==> config.mk <==
export PLATFORM = sky130hd
export DESIGN_NAME = multicycle_ctrl
export DESIGN_NICKNAME = d
export VERILOG_FILES = /design/src/rtl/multicycle_ctrl_pkg.sv /design/src/rtl/multicycle_ctrl_alu_decoder.sv /design/src/rtl/multicycle_ctrl.sv
export SDC_FILE = /design/constraint.sdc
export NUM_CORES = 1
export LEC_CHECK = 0
export BUFFER_PORTS_ARGS = -buffer_cell sky130_fd_sc_hd__buf_2
export CORE_MARGIN = 3
export CORE_UTILIZATION = 45
export CTS_CLUSTER_DIAMETER = 80
export DETAILED_ROUTE_END_ITERATION = 12
export PLACE_DENSITY = 0.78
export SLEW_MARGIN = 20
export SYNTH_ARGS = -nofsm -noshare
export SYNTH_HDL_FRONTEND = slang
export SYNTH_SLANG_ARGS = --single-unit
==> constraint.sdc <==
create_clock -name clk -period 1.9 [get_ports clk]
set_input_delay 0.285 -clock clk [delete_from_list [all_inputs] [get_ports clk]]
set_output_delay 0.285 -clock clk [all_outputs]
set_load 0.05 [all_outputs]
==> src/rtl/multicycle_ctrl_pkg.sv <==
// rtl/multicycle_ctrl_pkg.sv - shared states, opcodes and select encodings for the multicycle controller
package multicycle_ctrl_pkg;

  typedef enum logic [3:0] {
    S_FETCH, S_DECODE, S_MEMADR, S_MEMREAD, S_MEMWB, S_MEMWRITE,
    S_EXECUTER, S_EXECUTEI, S_ALUWB, S_BEQ, S_JAL, S_TRAP
  } state_t;

  localparam logic [6:0] OP_LW    = 7'b0000011;
  localparam logic [6:0] OP_SW    = 7'b0100011;
  localparam logic [6:0] OP_RTYPE = 7'b0110011;
  localparam logic [6:0] OP_ITYPE = 7'b0010011;
  localparam logic [6:0] OP_BEQ   = 7'b1100011;
  localparam logic [6:0] OP_JAL   = 7'b1101111;

  localparam logic [1:0] IMM_I = 2'b00;
  localparam logic [1:0] IMM_S = 2'b01;
  localparam logic [1:0] IMM_B = 2'b10;
  localparam logic [1:0] IMM_J = 2'b11;

  localparam logic [1:0] SRC_A_PC    = 2'b00;
  localparam logic [1:0] SRC_A_OLDPC = 2'b01;
  localparam logic [1:0] SRC_A_RS1   = 2'b10;

  localparam logic [1:0] SRC_B_RS2  = 2'b00;
  localparam logic [1:0] SRC_B_IMM  = 2'b01;
  localparam logic [1:0] SRC_B_FOUR = 2'b10;

  localparam logic [1:0] RES_ALUOUT = 2'b00;
  localparam logic [1:0] RES_RDATA  = 2'b01;
  localparam logic [1:0] RES_ALURES = 2'b10;

  localparam logic [1:0] ALUOP_ADD   = 2'b00;
  localparam logic [1:0] ALUOP_SUB   = 2'b01;
  localparam logic [1:0] ALUOP_FUNCT = 2'b10;

  localparam logic [2:0] ALU_ADD = 3'b000;
  localparam logic [2:0] ALU_SUB = 3'b001;
  localparam logic [2:0] ALU_AND = 3'b010;
  localparam logic [2:0] ALU_OR  = 3'b011;
  localparam logic [2:0] ALU_SLT = 3'b101;

  function automatic logic [1:0] imm_sel(input logic [6:0] op);
    case (op)
      OP_SW:   imm_sel = IMM_S;
      OP_BEQ:  imm_sel = IMM_B;
      OP_JAL:  imm_sel = IMM_J;
      default: imm_sel = IMM_I;
    endcase
  endfunction

endpackage

==> src/rtl/multicycle_ctrl_alu_decoder.sv <==
// rtl/multicycle_ctrl_alu_decoder.sv - maps alu_op/funct fields to the ALU operation select
module alu_decoder
  import multicycle_ctrl_pkg::*;
(
  input  logic [1:0] alu_op,
  input  logic [2:0] funct3,
  input  logic       op5,
  input  logic       funct7b5,
  output logic [2:0] alu_control
);

  always_comb begin
    alu_control = ALU_ADD;
    case (alu_op)
      ALUOP_SUB: alu_control = ALU_SUB;
      ALUOP_FUNCT: begin
        case (funct3)
          // Only R-type (op[5]=1) can encode sub; addi with funct7b5 set stays add
          3'b000:  alu_control = (op5 & funct7b5) ? ALU_SUB : ALU_ADD;
          3'b010:  alu_control = ALU_SLT;
          3'b110:  alu_control = ALU_OR;
          3'b111:  alu_control = ALU_AND;
          default: alu_control = ALU_ADD;
        endcase
      end
      default: alu_control = ALU_ADD;
    endcase
  end

endmodule

==> src/rtl/multicycle_ctrl.sv <==
// rtl/multicycle_ctrl.sv - Moore control FSM for a multicycle RV32 subset; MULTICYCLE_CTRL_TRAP_EN adds the illegal-op trap
module multicycle_ctrl
  import multicycle_ctrl_pkg::*;
(
  input  logic       clk,
  input  logic       reset,
  input  logic [6:0] op,
  input  logic [2:0] funct3,
  input  logic       funct7b5,
  input  logic       zero,
  output logic       pc_write,
  output logic       ir_write,
  output logic       mem_write,
  output logic       reg_write,
  output logic       adr_src,
  output logic [1:0] alu_src_a,
  output logic [1:0] alu_src_b,
  output logic [1:0] result_src,
  output logic [1:0] imm_src,
  output logic [2:0] alu_control,
  output logic       illegal
);

  state_t     state, next_state;
  logic       pc_update, branch;
  logic [1:0] alu_op;
`ifdef MULTICYCLE_CTRL_TRAP_EN
  logic       illegal_c;
  assign illegal = illegal_c;
`else
  assign illegal = 1'b0;
`endif

  always_ff @(posedge clk) begin
    if (reset) state <= S_FETCH;
    else       state <= next_state;
  end

  always_comb begin
    next_state = S_FETCH;
    pc_update  = 1'b0;
    branch     = 1'b0;
    ir_write   = 1'b0;
    mem_write  = 1'b0;
    reg_write  = 1'b0;
    adr_src    = 1'b0;
    alu_src_a  = SRC_A_PC;
    alu_src_b  = SRC_B_RS2;
    result_src = RES_ALUOUT;
    alu_op     = ALUOP_ADD;
`ifdef MULTICYCLE_CTRL_TRAP_EN
    illegal_c  = 1'b0;
`endif
    case (state)
      S_FETCH: begin
        next_state = S_DECODE;
        ir_write   = 1'b1;
        pc_update  = 1'b1;
        alu_src_b  = SRC_B_FOUR;
        result_src = RES_ALURES;
      end
      S_DECODE: begin
        alu_src_a = SRC_A_OLDPC;
        alu_src_b = SRC_B_IMM;
        case (op)
          OP_LW, OP_SW: next_state = S_MEMADR;
          OP_RTYPE:     next_state = S_EXECUTER;
          OP_ITYPE:     next_state = S_EXECUTEI;
          OP_BEQ:       next_state = S_BEQ;
          OP_JAL:       next_state = S_JAL;
`ifdef MULTICYCLE_CTRL_TRAP_EN
          default:      next_state = S_TRAP;
`else
          default:      next_state = S_FETCH;
`endif
        endcase
      end
      S_MEMADR: begin
        next_state = (op == OP_LW) ? S_MEMREAD : S_MEMWRITE;
        alu_src_a  = SRC_A_RS1;
        alu_src_b  = SRC_B_IMM;
      end
      S_MEMREAD: begin
        next_state = S_MEMWB;
        adr_src    = 1'b1;
      end
      S_MEMWB: begin
        result_src = RES_RDATA;
        reg_write  = 1'b1;
      end
      S_MEMWRITE: begin
        adr_src   = 1'b1;
        mem_write = 1'b1;
      end
      S_EXECUTER: begin
        next_state = S_ALUWB;
        alu_src_a  = SRC_A_RS1;
        alu_op     = ALUOP_FUNCT;
      end
      S_EXECUTEI: begin
        next_state = S_ALUWB;
        alu_src_a  = SRC_A_RS1;
        alu_src_b  = SRC_B_IMM;
        alu_op     = ALUOP_FUNCT;
      end
      S_ALUWB: reg_write = 1'b1;
      S_BEQ: begin
        alu_src_a = SRC_A_RS1;
        alu_op    = ALUOP_SUB;
        branch    = 1'b1;
      end
      S_JAL: begin
        next_state = S_ALUWB;
        alu_src_a  = SRC_A_OLDPC;
        alu_src_b  = SRC_B_FOUR;
        pc_update  = 1'b1;
      end
      S_TRAP: begin
`ifdef MULTICYCLE_CTRL_TRAP_EN
        next_state = S_TRAP;
        illegal_c  = 1'b1;
`else
        next_state = S_FETCH;
`endif
      end
      default: next_state = S_FETCH;
    endcase

    // Reset wins over every state: enables off, selects parked at their FETCH values
    if (reset) begin
      next_state = S_FETCH;
      pc_update  = 1'b0;
      branch     = 1'b0;
      ir_write   = 1'b0;
      mem_write  = 1'b0;
      reg_write  = 1'b0;
      adr_src    = 1'b0;
      alu_src_a  = SRC_A_PC;
      alu_src_b  = SRC_B_FOUR;
      result_src = RES_ALURES;
      alu_op     = ALUOP_ADD;
`ifdef MULTICYCLE_CTRL_TRAP_EN
      illegal_c  = 1'b0;
`endif
    end
  end

  assign pc_write = pc_update | (branch & zero);
  assign imm_src  = imm_sel(op);

  alu_decoder u_alu_decoder (
    .alu_op      (alu_op),
    .funct3      (funct3),
    .op5         (op[5]),
    .funct7b5    (funct7b5),
    .alu_control (alu_control)
  );

endmodule

==> results.toml <==
[status]
status = "complete, but fails checks"
violations = "negative setup slack"

[clocking]
clkSinkCount = 4
cts-htree-levels = 1
numCtsBuffers = 3
clk_pin_slew_worst_paths_ps = 40
postCtsHoldBufs = 0
clockBufferDepth = 2
clk_latency_ps = 250
tritoncts = "yes"
root_buffer = "clkbuf_4"

[detailed_routing]
wl_mm = 2.20
postRouteAntennaNets = 0
firstDrtPassIters = 4
drc = 0
route.vias.total = 826
drt-initial-drc-count = 14
vias_per_cell = 5.78
wl_per_cell_um = 15.4

[pwr]
ir_drop_mv = 0.269
power.density_mw_per_mm2 = 346
power_mw = 0.343
leakage_nw = 0.451

[placed_design]
hpwl_mm = 1.47
place_congestion = 0.742
io_buffers = 29

[critical_path]
cp.required_ps = 1620
cp_max_fo = 4
crit_type = "flop to output pin"
startpoint = "state[1]$_SDFF_PP0_"
end_kind = "output pin"
worstSetupStartpointType = "flop"
cp.arrival_ps = 1670
r2r_start = "state[3]$_SDFF_PP0_"

[cells_and_area]
final_common_cell = "buf_2"
fill_cells = 91
largest_register_ff_count = 4
layout-drive-gt1-share_pct = 53.9
regMostFlops = "state"
areaGrowthSynthToFinish_pct = 53.8
final_cell_mix = "25 x buf_2, 16 x buf_4, 6 x nor2_1, 6 x nand2_1, 6 x a21oi_1"
num_antenna_cells = 0
layout.nets = 146
top_regs = "state: 4 flops"

[timing]
finalSetupViolCount = 2
tns_ps = -75.4
period_share_pct = 103
post-route-min-period_ps = 1950
max_freq_mhz = 512
slew_viol_final = 0
skew_ps = 0.368
setup_slack_ps = -54.7
rsz0062_at_grt = "yes"
finalHoldViolCount = 0

[die]
start_util_pct = 48.9
dieArea_mm2 = 0.00192
die_w_um = 43.8
ios = 31
rows = 13
coreArea_mm2 = 0.00132
die_h_um = 43.8

[logic_synthesis]
synth_seq_area_share_pct = 12.4
synth_top_flop_cell = "dfxtp_1"
async_flop_share_pct = 0
synth-edff-count = 0
ys.warnings.count = 0
synthTopCellsByArea = "dfxtp_1 12%, a21oi_1 5.4%, nor2b_1 4.9%"
ys_ff_latch = 4
syn_avg_cell_area_um2 = 7.24
syn-num-nets = 105
ys_types = 38
syn_inst = 89
netlist_area_um2 = 644
synth_top_area_cell = "dfxtp_1"
synth_top_area_share_pct = 12.4

[global_routing]
grt-ovfl-total = 0
grt_pass1_vias = 843
grt.total_usage_pct = 24.8
antenna_found_initial = 0
grt_max_degree = 19
grt_pass1_wl_mm = 3.42

[hold_path]
min_from = "op[6]"
worstHoldPathType = "input pin to flop"

[run]
maxCapViolCount = 0
[power by group]
| part | leakage [nW] | total (mW) | switching, mW | internal [mW] |
|---|---|---|---|---|
| registers | 0.0347 | 0.0848 | 0.00133 | 0.0835 |
| clock network | 0.0138 | 0.119 | 0.0477 | 0.0715 |
| logic | 0.402 | 0.139 | 0.0870 | 0.0520 |
[path summary, 6_finish.rpt]
kind | to | slack, ps | cells after the start
max | alu_control[0] | -50 | 8
min | state[2]$_SDFF_PP0_ | 370 | 3
max reg2reg | state[3]$_SDFF_PP0_ | 640 | 4
min reg2reg | state[1]$_SDFF_PP0_ | 640 | 3
[layout make-up]
class                      instances  area [um^2]  area share [%]
timing repair buffer              43          268            27.0
sequential                         4         88.8            8.96
clock buffer                       3         22.5            2.27
multi-input combinational         73          574            58.0
tap                               15         18.8            1.89
inverter                           5         18.8            1.89
[stage by stage]
stage          cell area, um^2  util, %  hold slack, ps  setup WS, ps  instances
2_1_floorplan              687        -             476          -498         89
3_3_place_gp               892     67.7             626          90.2        138
3_5_place_dp               892     67.7             644          54.6        138
4_1_cts                    953     72.4             373          3.38        142
5_1_grt                    991     75.2             377          -146        143
6_report                   991     75.2             373         -54.7        143
[cell usage after synthesis, types with 2 or more instances]
cell      instances
xnor2_1           2
nor2b_1           5
nand3_1           4
buf_6             2
and2_1            3
and3b_1           2
nor2_1            6
buf_2             3
o21ai_0           2
ha_1              2
nor3_1            5
nand2_1           6
dfxtp_1           4
or3_1             2
nor3b_1           3
nor4_1            2
nand4b_1          2
inv_1             5
a21oi_1           7
nand2b_1          3
o41ai_1           2
[metal layers]
metal	track usage, %	vias to the layer above	part of all wire, %
li1	-	396	-
met1	23.7	383	36
met2	41.0	35	54
met3	7.05	12	4.9
met4	24.7	0	4.9
met5	0	-	0
[cell families (layout without fill, tap and decap cells)]
logic type,count (synthesis),after routing,synth area share (%)
XOR/XNOR,3,3,4.08
buffers and inverters,12,51,10.5
multiplexers,1,1,1.55
adder cells (fa/ha/maj),2,2,3.88
other,1,1,0.582
AND/OR/NAND/NOR,50,50,50.9
AO/OA/AOI/OAI,16,16,16.1
flip-flops,4,4,12.4
[timing repair]
item | CTS | global route
setup buffers | 1 | 1
gates resized for setup | 11 | 11
pin swaps | 4 | 1
setup endpoints to repair | 4 | 4
[critical path, stage by stage, from the launching register on]
cell and delay [ps]:
dfxtp_4 360, nor2b_4 160, nand3_2 80, inv_2 80, ha_4 150, nor2b_4 160
o21ai_2 70, a21oi_2 170, buf_6 180
(Power assumes the default switching activity.)
